===== config.mk =====
export PLATFORM = sky130hd
export DESIGN_NAME = seven_seg_scanner_flat
export DESIGN_NICKNAME = d
export VERILOG_FILES = /design/src/rtl/seven_seg_scanner_pkg.sv /design/src/rtl/seven_seg_scanner_if.sv /design/src/rtl/seven_seg_scanner_decoder.sv /design/src/rtl/seven_seg_scanner.sv /design/src/flat_wrapper.sv
export SDC_FILE = /design/constraint.sdc
export NUM_CORES = 1
export LEC_CHECK = 0
export CAP_MARGIN = 10
export CORE_ASPECT_RATIO = 0.6
export CORE_UTILIZATION = 48
export DETAILED_ROUTE_END_ITERATION = 6
export PLACE_DENSITY = 0.8
export RECOVER_POWER = 50
export SLEW_MARGIN = 10
export SYNTH_ARGS = -nofsm -noshare
export SYNTH_HDL_FRONTEND = slang
export SYNTH_SLANG_ARGS = --single-unit

===== constraint.sdc =====
create_clock -name clk -period 2 [get_ports clk]
set_input_delay 0.4 -clock clk [delete_from_list [all_inputs] [get_ports clk]]
set_output_delay 0.4 -clock clk [all_outputs]
set_load 0.01 [all_outputs]

===== src/rtl/seven_seg_scanner_pkg.sv =====
// Shared display definitions for the lab seven-segment scanner.
package seven_seg_scanner_pkg;

  localparam int unsigned NUM_DIGITS = 4;

  // Segment bit positions, a..g, seg[0] = a.
  localparam int unsigned SEG_A = 0;
  localparam int unsigned SEG_B = 1;
  localparam int unsigned SEG_C = 2;
  localparam int unsigned SEG_D = 3;
  localparam int unsigned SEG_E = 4;
  localparam int unsigned SEG_F = 5;
  localparam int unsigned SEG_G = 6;

  // Active-low idle patterns on the board pins.
  localparam logic [6:0] SEG_OFF = 7'b1111111;
  localparam logic [3:0] AN_OFF  = 4'b1111;

  // Per-slot phase: anodes dark first, then the digit is driven.
  typedef enum logic {
    PH_BLANK = 1'b0,
    PH_DRIVE = 1'b1
  } phase_e;

endpackage


===== src/rtl/seven_seg_scanner_if.sv =====
// Digit inputs and display pin outputs of the scanner.
interface seven_seg_scanner_if;
  logic [15:0] digits;
  logic [3:0]  digit_en;
  logic [3:0]  dp_in;
  logic        suppress_lz;
  logic [6:0]  seg;
  logic        dp;
  logic [3:0]  an;
  logic [1:0]  slot_idx;

  // master: the block supplying digits (I/O wrapper or bench)
  modport master (
    output digits, digit_en, dp_in, suppress_lz,
    input  seg, dp, an, slot_idx
  );

  // slave: the scanner itself
  modport slave (
    input  digits, digit_en, dp_in, suppress_lz,
    output seg, dp, an, slot_idx
  );
endinterface


===== src/rtl/seven_seg_scanner_decoder.sv =====
// BCD to seven-segment decoder, active-high segments, a..g in bits 0..6.
// Values 10..15 and display_on=0 give all segments off.
module svn_seg_decoder (
  input  logic       display_on,
  input  logic [3:0] bcd_in,
  output logic [6:0] seg_out
);

  // Pure lookup; no state.
  always_comb begin
    seg_out = 7'b0000000;
    if (display_on) begin
      case (bcd_in)
        4'd0:    seg_out = 7'b0111111;
        4'd1:    seg_out = 7'b0000110;
        4'd2:    seg_out = 7'b1011011;
        4'd3:    seg_out = 7'b1001111;
        4'd4:    seg_out = 7'b1100110;
        4'd5:    seg_out = 7'b1101101;
        4'd6:    seg_out = 7'b1111101;
        4'd7:    seg_out = 7'b0000111;
        4'd8:    seg_out = 7'b1111111;
        4'd9:    seg_out = 7'b1101111;
        default: seg_out = 7'b0000000;
      endcase
    end
  end

endmodule


===== src/rtl/seven_seg_scanner.sv =====
// Time-multiplexed driver for a 4-digit common-anode seven-segment display.
// Each slot lasts DIGIT_CYCLES clocks: BLANK_CYCLES dark, then the digit.
// Inputs are snapshotted at every slot boundary; all outputs are registered.
module seven_seg_scanner
  import seven_seg_scanner_pkg::*;
#(
  parameter int unsigned DIGIT_CYCLES = 50000,
  parameter int unsigned BLANK_CYCLES = 500
) (
  input  logic                clk,
  input  logic                rst,
  seven_seg_scanner_if.slave  bus
);

  localparam int unsigned CNT_W    = $clog2(DIGIT_CYCLES);
  localparam logic [CNT_W-1:0] CNT_LAST = CNT_W'(DIGIT_CYCLES - 1);

  logic [CNT_W-1:0] cnt_q, cnt_d;
  logic [1:0]       slot_q, slot_d;
  phase_e           phase_q, phase_d;

  logic [15:0]      snap_digits_q, snap_digits_d;
  logic [3:0]       snap_en_q, snap_en_d;
  logic [3:0]       snap_dp_q, snap_dp_d;
  logic             snap_sup_q, snap_sup_d;

  logic [6:0]       seg_q, seg_d;
  logic             dp_q, dp_d;
  logic [3:0]       an_q, an_d;

  logic [3:0]       lz_blank;
  logic [3:0]       visible;
  logic             show;
  logic [3:0]       bcd_sel;
  logic [6:0]       dec_seg;

  // Leading-zero blanking and visibility, from the snapshot only.
  always_comb begin
    lz_blank    = '0;
    lz_blank[3] = snap_sup_q & (snap_digits_q[15:12] == 4'd0);
    lz_blank[2] = lz_blank[3] & (snap_digits_q[11:8] == 4'd0);
    lz_blank[1] = lz_blank[2] & (snap_digits_q[7:4] == 4'd0);
    visible     = snap_en_q & ~lz_blank;
    show        = visible[slot_q] & (phase_q == PH_DRIVE);
    bcd_sel     = snap_digits_q[{slot_q, 2'b00} +: 4];
  end

  svn_seg_decoder u_decoder (
    .display_on (show),
    .bcd_in     (bcd_sel),
    .seg_out    (dec_seg)
  );

  // Next-state: counter, slot, snapshot, phase and decoded pin values.
  // Phase is derived from the next count so phase_q always matches cnt_q.
  always_comb begin
    cnt_d         = cnt_q;
    slot_d        = slot_q;
    snap_digits_d = snap_digits_q;
    snap_en_d     = snap_en_q;
    snap_dp_d     = snap_dp_q;
    snap_sup_d    = snap_sup_q;
    if (cnt_q == CNT_LAST) begin
      cnt_d         = '0;
      slot_d        = slot_q + 2'd1;
      snap_digits_d = bus.digits;
      snap_en_d     = bus.digit_en;
      snap_dp_d     = bus.dp_in;
      snap_sup_d    = bus.suppress_lz;
    end else begin
      cnt_d = cnt_q + CNT_W'(1);
    end
    phase_d = (32'(cnt_d) >= BLANK_CYCLES) ? PH_DRIVE : PH_BLANK;

    seg_d = ~dec_seg;
    an_d  = show ? ~(4'b0001 << slot_q) : AN_OFF;
    dp_d  = show ? ~snap_dp_q[slot_q] : 1'b1;
  end

  // Single state/output register bank with synchronous reset.
  always_ff @(posedge clk) begin
    if (rst) begin
      cnt_q         <= '0;
      slot_q        <= '0;
      phase_q       <= (BLANK_CYCLES == 0) ? PH_DRIVE : PH_BLANK;
      snap_digits_q <= '0;
      snap_en_q     <= '0;
      snap_dp_q     <= '0;
      snap_sup_q    <= 1'b0;
      seg_q         <= SEG_OFF;
      dp_q          <= 1'b1;
      an_q          <= AN_OFF;
    end else begin
      cnt_q         <= cnt_d;
      slot_q        <= slot_d;
      phase_q       <= phase_d;
      snap_digits_q <= snap_digits_d;
      snap_en_q     <= snap_en_d;
      snap_dp_q     <= snap_dp_d;
      snap_sup_q    <= snap_sup_d;
      seg_q         <= seg_d;
      dp_q          <= dp_d;
      an_q          <= an_d;
    end
  end

  assign bus.seg      = seg_q;
  assign bus.dp       = dp_q;
  assign bus.an       = an_q;
  assign bus.slot_idx = slot_q;

endmodule


===== src/flat_wrapper.sv =====
// flat-port wrapper written by rule: the top's interface ports become plain ports
module seven_seg_scanner_flat import seven_seg_scanner_pkg::*;
#(
  parameter int unsigned DIGIT_CYCLES = 50000,
  parameter int unsigned BLANK_CYCLES = 500
)
  (clk, rst, bus_digits, bus_digit_en, bus_dp_in, bus_suppress_lz, bus_seg, bus_dp, bus_an, bus_slot_idx);
  seven_seg_scanner_if bus_i ();
  input  logic clk;
  input  logic rst;
  input wire logic [$bits(bus_i.digits)-1:0] bus_digits;
  input wire logic [$bits(bus_i.digit_en)-1:0] bus_digit_en;
  input wire logic [$bits(bus_i.dp_in)-1:0] bus_dp_in;
  input wire logic [$bits(bus_i.suppress_lz)-1:0] bus_suppress_lz;
  output wire logic [$bits(bus_i.seg)-1:0] bus_seg;
  output wire logic [$bits(bus_i.dp)-1:0] bus_dp;
  output wire logic [$bits(bus_i.an)-1:0] bus_an;
  output wire logic [$bits(bus_i.slot_idx)-1:0] bus_slot_idx;
  assign bus_i.digits = bus_digits;
  assign bus_i.digit_en = bus_digit_en;
  assign bus_i.dp_in = bus_dp_in;
  assign bus_i.suppress_lz = bus_suppress_lz;
  assign bus_seg = bus_i.seg;
  assign bus_dp = bus_i.dp;
  assign bus_an = bus_i.an;
  assign bus_slot_idx = bus_i.slot_idx;
  seven_seg_scanner #(.DIGIT_CYCLES(DIGIT_CYCLES), .BLANK_CYCLES(BLANK_CYCLES)) u_core (.clk(clk), .rst(rst), .bus(bus_i));
endmodule

## After elaboration in Yosys (flattened, before gate mapping)

Memories as Yosys holds them, arrays and structs flattened.
Index checks and enable logic that the tools add are counted.

| operators by class | value |
|---|---|
| shift-type cells | 2 |
| order comparisons | 2 |
| bitwise gates (word level) | 10 |
| reduce and logical (&&, ||, !) cells | 4 |
| $add $sub $neg | 2 |
| muxes and demuxes | 7 |
| equal/unequal tests | 1 |

Operators with widths:

| cell | count |
|---|---|
| 16-bit by 1-bit adder with 16-bit output (second input constant) | 1 |
| 16-bit == test (second input constant) | 1 |
| 16-bit by 9-bit greater-or-equal comparator with 1-bit output (second input constant) | 1 |
| 16-bit two-way mux | 1 |
| 16-bit by 5-bit indexed part select with 4-bit output | 1 |
| 4-bit logical NOT | 3 |
| 4-bit inverter | 2 |
| 7-bit two-way mux | 1 |
| 7-bit inverter | 1 |
| 1-bit bitwise AND | 4 |
| 4-bit bitwise AND | 1 |
| 1-bit binary-select mux with 2-bit select | 2 |
| 1-bit by 2-bit left shift with 4-bit output (first input constant) | 1 |
| 2-bit by 3-bit < comparator with 1-bit output (second input constant) | 1 |
| 1-bit two-way mux | 3 |
| 2-bit by 1-bit adder with 2-bit output (second input constant) | 1 |
| 1-bit inverter | 2 |
| 2-bit OR reduction | 1 |

| storage, ports and cells | value |
|---|---|
| output and inout bits | 14 |
| register bits | 56 |
| memories | 1 |
| input bits | 27 |
| ROM bits | 112 |

Memories:

| name | words | bits a word | rd ports | clocked after Yosys merged registers in | write ports | RTL line | text |
|---|---|---|---|---|---|---|---|
| (no name shown) | 16 | 7 | 1 | 0 | 0 | seven_seg_scanner_decoder.sv:13 | `case (bcd_in)` |

## Depth between registers and ports, before layout

| logic depth | value |
|---|---|
| word-level depth | 11 |
| depth in mapped cells | 9 |
| mapped depth without buffers | 7 |

## By module

Synthesis repeated with hierarchy kept, for this count alone.

| second synthesis, totals | value |
|---|---|
| cells, all modules | 288 |
| area total of the unflattened synthesis | 2763.9 um2 |

Modules (own cells, without submodules):

| module | cells each | area each (um2) | seq. area each (um2) | times used |
|---|---|---|---|---|
| seven_seg_scanner | 257 | 2537.4 | 1121.1 | 1 |
| svn_seg_decoder | 31 | 226.5 | 0.0 | 1 |

## Least setup slack after synthesis

Ideal clock, no wire load.

| timing path | value |
|---|---|
| path kind | reg2reg |
| from | register u_core.slot_q[1], in the netlist u_core.bus.slot_idx[1] |
| to | register u_core.seg_q[3], in the netlist u_core.bus.seg[3] |
| setup slack | 0.017 ns |
| cell stages (with the launch flop) | 8 |
| path buffers | 1 |
| arrival time | 1.909 ns |
| required time | 1.926 ns |
| cell sequence | dfxtp_1 -> clkbuf_1 -> mux4_2 -> inv_1 -> ha_1 -> a21oi_1 -> nor2_1 -> o21ai_0 |

| between the ends | value |
|---|---|
| cells in the longest elaborated chain, start to end | 5 |

RTL lines:

| item | RTL line | text |
|---|---|---|
| from (decl) | seven_seg_scanner.sv:19 | `logic [1:0] slot_q, slot_d;` |
| from (signal assigned) | seven_seg_scanner.sv:95 | `slot_q <= slot_d;` |
| parallel branches: the longest is 3 deep, another holds memory 16 x 7 bit | -- |  |
| 7-bit two-way mux (*) | seven_seg_scanner_decoder.sv:12 | `if (display_on) begin` |
| 7-bit inverter (*) | seven_seg_scanner.sv:75 | `seg_d = ~dec_seg;` |
| to (signal assigned) | seven_seg_scanner.sv:101 | `seg_q <= seg_d;` |
| to (decl) | seven_seg_scanner.sv:27 | `logic [6:0] seg_q, seg_d;` |

Mark *: on every way between the ends. The select of a mux whose other input is x is not followed.
A chain may end at the register's enable or synchronous reset.

## Worst setup path in the final report

| timing path | value |
|---|---|
| from | register u_core.slot_q[0], in the netlist u_core.bus.slot_idx[0] |
| to | output bus_slot_idx[0] |

RTL lines:

| item | RTL line | text |
|---|---|---|
| to (decl) | flat_wrapper.sv:18 | `output wire logic [$bits(bus_i.slot_idx)-1:0] bus_slot_idx;` |

No word-level cell between the ends.

==> flow_summary.yaml <==
clocking:
  clk_latency_ps: 310
  cts_sinks: 56
  clockRootBuffer: "clkbuf_8"
  clockBufferDepth: 2
  h-tree-depth: 2
  cts_buffers: 5
  cts_tree: "built"
  cts.clk_slew.worst_paths_ps: 100
synth:
  synth_top_area_share_pct: 43.10
  async_reset_ff_share_pct: 0
  ys_warn_count: 0
  ys_ff_latch: 56
  syn-cell-area_um2: 2601
  synth_area_leader_cell: "dfxtp_1"
  synth_flop_cell: "dfxtp_1"
  synth_area_leaders: "dfxtp_1 (43%), a21oi_1 (6.2%), o21ai_0 (5.6%)"
  yosysUniqueCellTypes: 41
  syn_area_per_cell_um2: 8.878
  synth_nets: 331
  synth_cells: 293
  synth_edf_count: 0
  yosysSeqAreaShare_pct: 43.10
floorplan:
  die_x_um: 97.04
  coreArea_um2: 5130
  ios: 41
  start_util_pct: 50.71
  die_area_um2: 5727
  rows: 20
  die_y_um: 59.02
layout:
  final_cell_mix: "dfxtp_1 (56), nand2_1 (37), a21oi_1 (32)"
  nFillCells: 421
  final_core_util_pct: 64.68
  nets: 389
  fin_cells: 418
  syn2layout_area_growth_pct: 27.56
  drive_gt1_share_pct: 13.92
  layout_commonest_cell: "dfxtp_1"
  n_antenna_cell: 0
route:
  firstDrtPassIters: 6
  viasPerCell: 5.488
  via_count: 2294
  drcViolationCount: 0
  post_drt_wl_per_cell_um: 14.64
  drt-initial-drc-count: 208
  ant_nets: 0
  routed_wl_mm: 6.120
setup_path:
  r2r_slack_ps: 120
  required_ps: 1600
  critPathKind: "register to primary output"
  worst_setup_path_end_kind: "primary output"
  worstPathArrival_ps: 1480
  cp_max_fo: 8
  startpoint_type: "register"
timing:
  rsz0062_at_grt: "false"
  min_period_over_period_pct: 94.00
  clock_skew_ps: 12.63
  final-setup-viol-count: 0
  worstMarginPinSlew_ps: 475.5
  period_needed_ps: 1880
  slew_viol_final: 0
  tns_ps: 0
  max_freq_mhz: 531.9
  hold_viol_final: 0
  slew_headroom_pct: 68.00
grt:
  grt_pass1_vias: 2017
  grt_max_degree: 23
  antenna_found_initial: 0
  track_usage_pct: 22.28
  overflow: 0
  grt_pass1_wl_mm: 9.936
placement:
  hpwl_mm: 4.503
  dp.cells: 405
  routabilityCongestion: 0.8556
  port_buffers: 40
power_and_ir_drop:
  leakage_nw: 1.160
  finalPower_mw: 1.952
  power_density_nw_per_um2: 588.3
  peakVddDrop_v: 0.0002850
run_status:
  status: "complete, no violations"
run:
  drv_cap: 0
hold_path:
  hp-class: "register to register"
## worst paths after layout
| path | cells past startpoint | to | from |
|---|---|---|---|
| max | 2 | bus_slot_idx[0] | u_core.bus.slot_idx[0]$_SDFFE_PP0N_ |
| min | 2 | u_core.snap_digits_q[0]$_SDFFE_PP0N_ | u_core.snap_digits_q[0]$_SDFFE_PP0N_ |
| max reg2reg | 6 | u_core.cnt_q[11]$_SDFF_PP0_ | u_core.cnt_q[1]$_SDFF_PP0_ |
| min reg2reg | 2 | u_core.snap_digits_q[0]$_SDFFE_PP0N_ | u_core.snap_digits_q[0]$_SDFFE_PP0N_ |
## critical path, stage by stage, from the launching register on
cell	delay, ps
dfxtp_1	420
buf_4	210
clkdlybuf4s50_1	550
## cells in the mapped netlist, drive strengths merged, types with 3 or more instances
cell and count:
nor2 29, mux2i 7, nand2 37, buf 9
clkbuf 9, o21ai 29, nand3 9, xnor2 12
a21oi 32, inv 9, ha 11, xor2 4
dfxtp 56, nor3 4, or3 3, nor4 5
mux4 5, a31oi 3
## sequential cells by signal, summed over array words and instances (netlist names)
signal / flops
u_core.cnt_q: 16
u_core.snap_digits_q: 16
u_core.bus.seg: 7
u_core.bus.an: 4
u_core.snap_dp_q: 4
u_core.snap_en_q: 4
u_core.bus.slot_idx: 2
u_core.bus.dp: 1
u_core.phase_q: 1
u_core.snap_sup_q: 1
## power breakdown
group / leakage (nW) / internal [mW] / switching [mW]
Combinational: 0.653 / 0.0594 / 0.0348
Sequential: 0.452 / 1.12 / 0.00708
Clock: 0.0552 / 0.372 / 0.359
## layer usage
metal,wire length [µm],global-route usage (%)
met1,3173,34.67
met2,2417,31.39
met3,458,4.599
met4,70,4.904
met5,0,0
## cell families after synthesis
family / synth area share, %
buffers and inverters: 5.339
and+or+nand+nor: 18.37
muxes: 7.023
DFF: 43.10
AOI/OAI and AO/OA: 15.49
adders and majority gates: 5.291
xor gates and xnor gates: 5.387
## repair_timing
item,in CTS,in global routing
hold buffers,0,0
resized for setup,0,2
endpoints found under the setup margin,0,17
buffers inserted,0,5
## cell type report
class	instances	area [µm²]	area share, %
Multi-Input combinational cell	210	1356	40.87
Sequential cell	56	1121	33.79
Timing Repair Buffer	69	616.8	18.59
Tap cell	66	82.58	2.489
Clock buffer	6	72.57	2.187
Clock inverter	2	35.03	1.056
Inverter	9	33.78	1.018
## per-stage QoR
stage	setup WS [ps]	hold WS (ps)	cell area, µm²
final	120.0	490.2	3318
after global placement	103.1	464.4	3159
after floorplan	16.88	450.7	2601
after global routing	3.456	510.6	3318
after CTS	43.32	489.0	3267
after detailed placement	69.68	473.2	3159
No activity file was read; power rests on OpenSTA's default activity.
